$ cat src/rtl/nibble_packer.sv
// Packs NIBBLES consecutive DATA_W-bit beats into one registered output word,
// with a flush that emits a partially filled word and full valid/ready handshaking.
module nibble_packer #(
   parameter int  DATA_W    = 4,
   parameter int  NIBBLES   = 2,
   parameter bit  LSB_FIRST = 1'b1,
   localparam int WORD_W    = DATA_W * NIBBLES,
   localparam int CNT_W     = $clog2(NIBBLES),
   localparam int NV_W      = $clog2(NIBBLES + 1)
) (
   input  logic              clk,
   input  logic              rst,
   input  logic              valid_i,
   input  logic [DATA_W-1:0] data_i,
   output logic              ready_o,
   input  logic              busy,
   input  logic              flush_i,
   output logic              valid_o,
   output logic [WORD_W-1:0] data_o,
   output logic [NV_W-1:0]   nvalid_o,
   output logic              partial_o,
   input  logic              ready_i
);

   typedef enum logic {FILL, FLUSH} state_t;

   localparam logic [CNT_W-1:0] LAST = CNT_W'(NIBBLES - 1);

   state_t              state;
   logic [CNT_W-1:0]    cnt;
   logic [WORD_W-1:0]   acc;
   logic [WORD_W-1:0]   acc_next;
   logic [CNT_W-1:0]    slot;
   logic [NV_W-1:0]     fill_cnt;
   logic                obuf_free;
   logic                at_last;
   logic                accept;

   always_comb begin
      // NOTE: every signal gets a default before any conditional update so no latch is inferred.
      obuf_free = !valid_o || ready_i;
      at_last   = (cnt == LAST);
      ready_o   = !busy && (state == FILL) && (!at_last || obuf_free);
      accept    = valid_i && ready_o;
      slot      = LSB_FIRST ? cnt : (LAST - cnt);
      fill_cnt  = NV_W'(cnt) + NV_W'(accept);
      acc_next  = acc;
      if (accept) begin
         for (int s = 0; s < NIBBLES; s++) begin
            if (slot == CNT_W'(s)) acc_next[s*DATA_W +: DATA_W] = data_i;
         end
      end
   end

   // NOTE: all state below is updated with non-blocking assignments so every register samples pre-edge values.
   always_ff @(posedge clk or negedge rst) begin
      if (!rst) begin
         state     <= FILL;
         cnt       <= '0;
         acc       <= '0;
         valid_o   <= 1'b0;
         data_o    <= '0;
         nvalid_o  <= '0;
         partial_o <= 1'b0;
      end else begin
         case (state)
            FILL: begin
               if (accept && at_last) begin
                  // A completed word also satisfies any flush raised in the same cycle.
                  valid_o   <= 1'b1;
                  data_o    <= acc_next;
                  nvalid_o  <= NV_W'(NIBBLES);
                  partial_o <= 1'b0;
                  acc       <= '0;
                  cnt       <= '0;
               end else if (flush_i && (cnt != '0 || accept)) begin
                  if (obuf_free) begin
                     valid_o   <= 1'b1;
                     data_o    <= acc_next;
                     nvalid_o  <= fill_cnt;
                     partial_o <= 1'b1;
                     acc       <= '0;
                     cnt       <= '0;
                  end else begin
                     acc   <= acc_next;
                     cnt   <= CNT_W'(fill_cnt);
                     state <= FLUSH;
                  end
               end else begin
                  if (accept) begin
                     acc <= acc_next;
                     cnt <= cnt + CNT_W'(1);
                  end
                  if (ready_i) valid_o <= 1'b0;
               end
            end
            FLUSH: begin
               if (obuf_free) begin
                  valid_o   <= 1'b1;
                  data_o    <= acc;
                  nvalid_o  <= NV_W'(cnt);
                  partial_o <= 1'b1;
                  acc       <= '0;
                  cnt       <= '0;
                  state     <= FILL;
               end
            end
            default: state <= FILL;
         endcase
      end
   end

endmodule
$ cat config.mk
export PLATFORM = sky130hd
export DESIGN_NAME = nibble_packer
export DESIGN_NICKNAME = d
export VERILOG_FILES = /design/src/rtl/nibble_packer.sv
export SDC_FILE = /design/constraint.sdc
export NUM_CORES = 1
export LEC_CHECK = 0
export CORE_UTILIZATION = 48
export CTS_BUF_LIST = sky130_fd_sc_hd__clkbuf_8
export DETAILED_ROUTE_END_ITERATION = 6
export GPL_ROUTABILITY_DRIVEN = 1
export PLACE_DENSITY_LB_ADDON = 0.3
export SLEW_MARGIN = 5
export SYNTH_ARGS = -nofsm -noshare
export SYNTH_HDL_FRONTEND = slang
export SYNTH_SLANG_ARGS = --single-unit
$ cat constraint.sdc
create_clock -name clk -period 5.61 [get_ports clk]
set_input_delay 0.561 -clock clk [delete_from_list [all_inputs] [get_ports clk]]
set_output_delay 0.561 -clock clk [all_outputs]
set_load 0.02 [all_outputs]
Word level (Yosys, flattened, before mapping)
Index checks and enable logic that the tools add are counted.
Word-level totals
  input bits: 10
  register bits after elaboration: 22
Operators by class
  bitwise operators: 1
  reductions and logical operators: 13
  mux-type cells: 38
  add/subtract/negate cells: 2
  eq/ne operators: 5
Operators with widths (number)
  8-bit 2-to-1 mux: 10
  8-bit case mux with 2 select lines: 2
  1-bit 2-to-1 mux: 15
  2-bit 2-to-1 mux: 4
  4-bit 2-to-1 mux: 2
  4-bit by 2-bit inequality test with 1-bit output (second input constant): 2
  1-bit case mux with 2 select lines: 4
  1-bit logical AND: 5
  2-bit case mux with 2 select lines: 1
  1-bit zero test: 3
  1-bit logical OR: 3
  3-bit by 1-bit inequality test with 1-bit output (second input constant): 1
  3-bit by 2-bit inequality test with 1-bit output (second input constant): 1
  3-bit AND reduction: 1
  1-bit by 1-bit adder with 2-bit output: 1
  2-bit by 1-bit inequality test with 1-bit output (second input constant): 1
  2-bit AND reduction: 1
  1-bit adder (second input constant): 1
  1-bit inverter: 1

Depth between registers and ports, before layout
  depth in word-level cells: 10
  depth in mapped cells: 8

Worst setup path before layout
OpenSTA, ideal clock, no wires.
  path type: input to register
  start point: in busy
  end point: reg data_o[0]
  setup slack: 3.348 ns
  arrival: 2.137 ns
  library setup time: 0.125 ns
  stages on the path: 8
  buffers on the path: 0
  path through: nor3b_4 a21boi_0 inv_1 ha_1 nor2b_1 o21ai_0 nand2_2 mux2_2
On the way
  word-level cells in the longest chain between the ends: 9
Ends and longest elaborated chain
  start: declaration: line 16  | input logic busy,
  1-bit zero test (*): line 43  | ready_o = !busy && (state == FILL) && (!at_last || obuf_free);
  1-bit logical AND (*) (2 in a row): line 43
  1-bit logical AND (*): line 44  | accept = valid_i && ready_o;
  8-bit 2-to-1 mux: line 48  | if (accept) begin
  8-bit 2-to-1 mux: line 77  | if (obuf_free) begin
  8-bit 2-to-1 mux: line 76  | end else if (flush_i && (cnt != '0 || accept)) begin
  8-bit 2-to-1 mux: line 68  | if (accept && at_last) begin
  8-bit case mux with 2 select lines: line 66  | case (state)
  end signal: assignment: line 71  | data_o <= acc_next;
  end signal: assignment: line 79  | data_o <= acc_next;
  end: declaration: line 19  | output logic [WORD_W-1:0] data_o,
Mark *: on every way between the ends. The rest lies on a longest branch, timed or not. The select of a mux whose other input is x is not followed.
A chain may end at the register's enable or synchronous reset.

Final worst setup path
  start point: in busy
  end point: reg data_o[6]
The elaborated chain is that of the path after synthesis.

==> impl_results.md <==
- Worst Tran Pin Value: around 0.99 ns
- Hold crit path type: reg -> reg
- Ys flop type: dfrtp_1
- Die ar.: 2520 µm²
- Die Y: 50.2 µm
- Ports: 23
- Synth Warn #: 0
- Max_cap viols: 0
- Clk_skew: 0.00223 ns
- Max Freq: about 370 MHz
- Post-CTS setup buffer count: 0
- Avg Inst Size Synth: 12.5 µm²
- Arrival time at the worst endpoint: 2.89 ns
- Post-CTS Hold Fix Bufs: 0
- HPWL Detailed: 1.54 mm
- Fin. max-slew vios: 0
- Hold Fails Final Rpt: 0
- Async S/R FF share, synth: 1.00
- Total CTS buffers: 3
- Initial DRC count: 13
- Proportion of layout cells with a drive suffix above 1: 0.204
- Post-DR vias/cell: between 5 and 6
- Slowest stage delay, CP: 0.46 ns
- Area growth, synth to finish: 27.6%
- Grt ovf: 0
- Row cnt: 17
- R2r endpoint: data_o[6]
- Slew margin rel.: 0.338
- Ant diodes: 0
- Worst-skew pair later-pin latency: 0.27 ns
- Initial antenna violation count: 0
- CTS Sinks: 22
- Worst Setup SP: busy
- DRC: 0
- RR Startpoint: state
- Critical Path Sink Type: flop
- Met3 WL: 103 µm
- Fin crit period: around 2.7 ns
- DRT Wirelength: 2.20 mm
- VDD IR max: approximately 0.00030 V
- Vias: between 800 and 900
- RSZ-0062 raised after global routing: false
- Largest net degree at the start of global routing: 23
- Setup_tns: 0 ns
- Reg2reg setup slack: 3.06 ns
- IO buf count: 22
- CP max stage cell: clkdlybuf4s50_1
- Cell with the most instances after synthesis: dfrtp_1
- Metal1 wirelength: roughly 1000 µm
- Design area: 1420 µm²
- Clock buffer depth: 2
- Post-DRT Antenna Nets: 0
- Mapped Cells: 89
- Syn Std Cell Area: 1120 µm²
- Worst Path Max Fanout: 9
- Wire length on met2: between 1 and 1.5 mm
- Commonest cells post-synth: dfrtp_1 (22), mux2_2 (11), a32o_1 (8), nor2_1 (8)
- Synth cell types: 28
- Routed len/inst: approximately 16 µm
- CP Capture Point: data_o[6]
- Post-synth EDFFs: 0
- Core ar.: between 2000 and 2500 µm²
- Crit path launch type: primary input
- GR Util All Layers: 0.201
- CTS clock-pin slew for the worst setup and hold paths: roughly 0.080 ns
- DR pass1 iterations: 4
- CTS root buf: clkbuf_8
- Post-synth top area cell: dfrtp_1
- Leak Pwr: 0.625 nW
- Nets: 126
- Worst path cell trace: clkdlybuf4s50_1 -> nor3b_4 -> a21boi_0 -> inv_1 -> ha_1 -> nor2b_1 -> o21ai_0 -> nand2_2 -> mux2_2
- First-pass GRT wire length: 3.82 mm
- Top cell type's share of synthesized area: 0.493
- GP Congestion: about 0.94
- Pwr/cell area: between 400 and 500 nW/µm²
- Fillcell total: 195
- Synthesis-stage register bit count: 22
- Die W: 50.2 µm
- Status: finished clean
- Dpl cell area: 1350 µm²
- Most area-consuming cells after synthesis: dfrtp_1 (49%), mux2_2 (11%), a32o_1 (7.2%), mux2_1 (4.0%), mux2_4 (4.0%)
- CTS tree: done
- Critical Path RT: between 5 and 6 ns
- Highest routed metal layer: met4
- Starting density of the core: 0.505
- H-tree depth: 1
- Final worst-path cycle share: 0.488
- Worst reg2reg path depth: 8
- Critical path class: in -> reg
- CTS resizes: 0
- Vias in the first global route: between 800 and 900
- Seq/Total Area, Yosys: 0.493
- Syn Nets: 101
- Final setup viols: 0
==> worst min path at each step <==
| stage | from | endpoint | slack, ns | cells after the start |
|---|---|---|---|---|
| 5_1_grt | data_o[1] | data_o[1] | 0.53 | 1 |
| 6_report | data_o[0] | data_o[0] | 0.51 | 1 |
| 2_1_floorplan | rst | acc[0] | 0.27 | 0 |
| 4_1_cts | data_o[3] | data_o[3] | 0.51 | 1 |
| 3_3_place_gp | data_o[6] | data_o[6] | 0.49 | 1 |
| 3_5_place_dp | data_o[3] | data_o[3] | 0.49 | 1 |
==> report_power, final <==
group | internal [mW] | total (mW) | switching (mW) | leakage, nW
clock network | 0.0954 | 0.149 | 0.0540 | 0.0357
registers | 0.213 | 0.253 | 0.0403 | 0.289
logic | 0.162 | 0.308 | 0.146 | 0.301
==> state kept, by name, indices dropped and copies added (netlist names) <==
signal	flops
acc	8
at_last	1
data_o	8
nvalid_o	2
partial_o	1
state	1
valid_o	1
==> layer usage <==
layer | track usage | vias to the layer above
met5 | 0 | -
met2 | 0.331 | 30
li1 | - | 377
met4 | 0.0857 | 0
met1 | 0.268 | 396
met3 | 0.0212 | 4
==> metrics by stage <==
stage / hold WS [ns] / instances / power [mW] / setup WS, ns / utilization
floorplan: 0.265 / 89 / 0.455 / 3.35 / -
global placement: 0.492 / 137 / 0.556 / 2.70 / 0.611
detailed placement: 0.495 / 137 / 0.566 / 2.59 / 0.611
CTS: 0.514 / 141 / 0.715 / 2.87 / 0.644
global route: 0.530 / 141 / 0.751 / 2.65 / 0.644
finish: 0.509 / 141 / 0.711 / 2.87 / 0.644
==> layout by cell type, fill, tap and decap left out, drive strengths merged, types with 3 or more instances in the layout <==
cell and n:
nand2b 4, clkdlybuf4s50 22, clkbuf 3, nand2 4, a32o 8, dfrtp 22
o21ai 5, mux2 18, nor2 8
==> area by class of cell <==
class                           instances  area (µm²)  area share
Sequential cell                        22         551       0.387
Multi-Input combinational cell         63         539       0.379
Timing Repair Buffer                   22         220       0.155
Clock buffer                            3        41.3      0.0290
Tap cell                               28        35.0      0.0246
Clock inverter                          1        30.0      0.0211
Inverter                                2        7.51     0.00527
==> kinds of logic after synthesis <==
family	after synthesis	synth area share
muxes	18	0.192
and+or+nand+nor	23	0.128
adders and majority gates	2	0.0224
DFF	22	0.493
buffers and inverters	4	0.0235
AOI/OAI and AO/OA	20	0.141
==> worst max-delay path, delay by kind of cell <==
| family | cells | cell delay [ns] |
|---|---|---|
| muxes | 1 | 0.37 |
| buffers and inverters | 2 | 0.54 |
| AOI/OAI and AO/OA | 2 | 0.49 |
| adders and majority gates | 1 | 0.20 |
| and+or+nand+nor | 3 | 0.73 |
(Power assumes the default switching activity.)
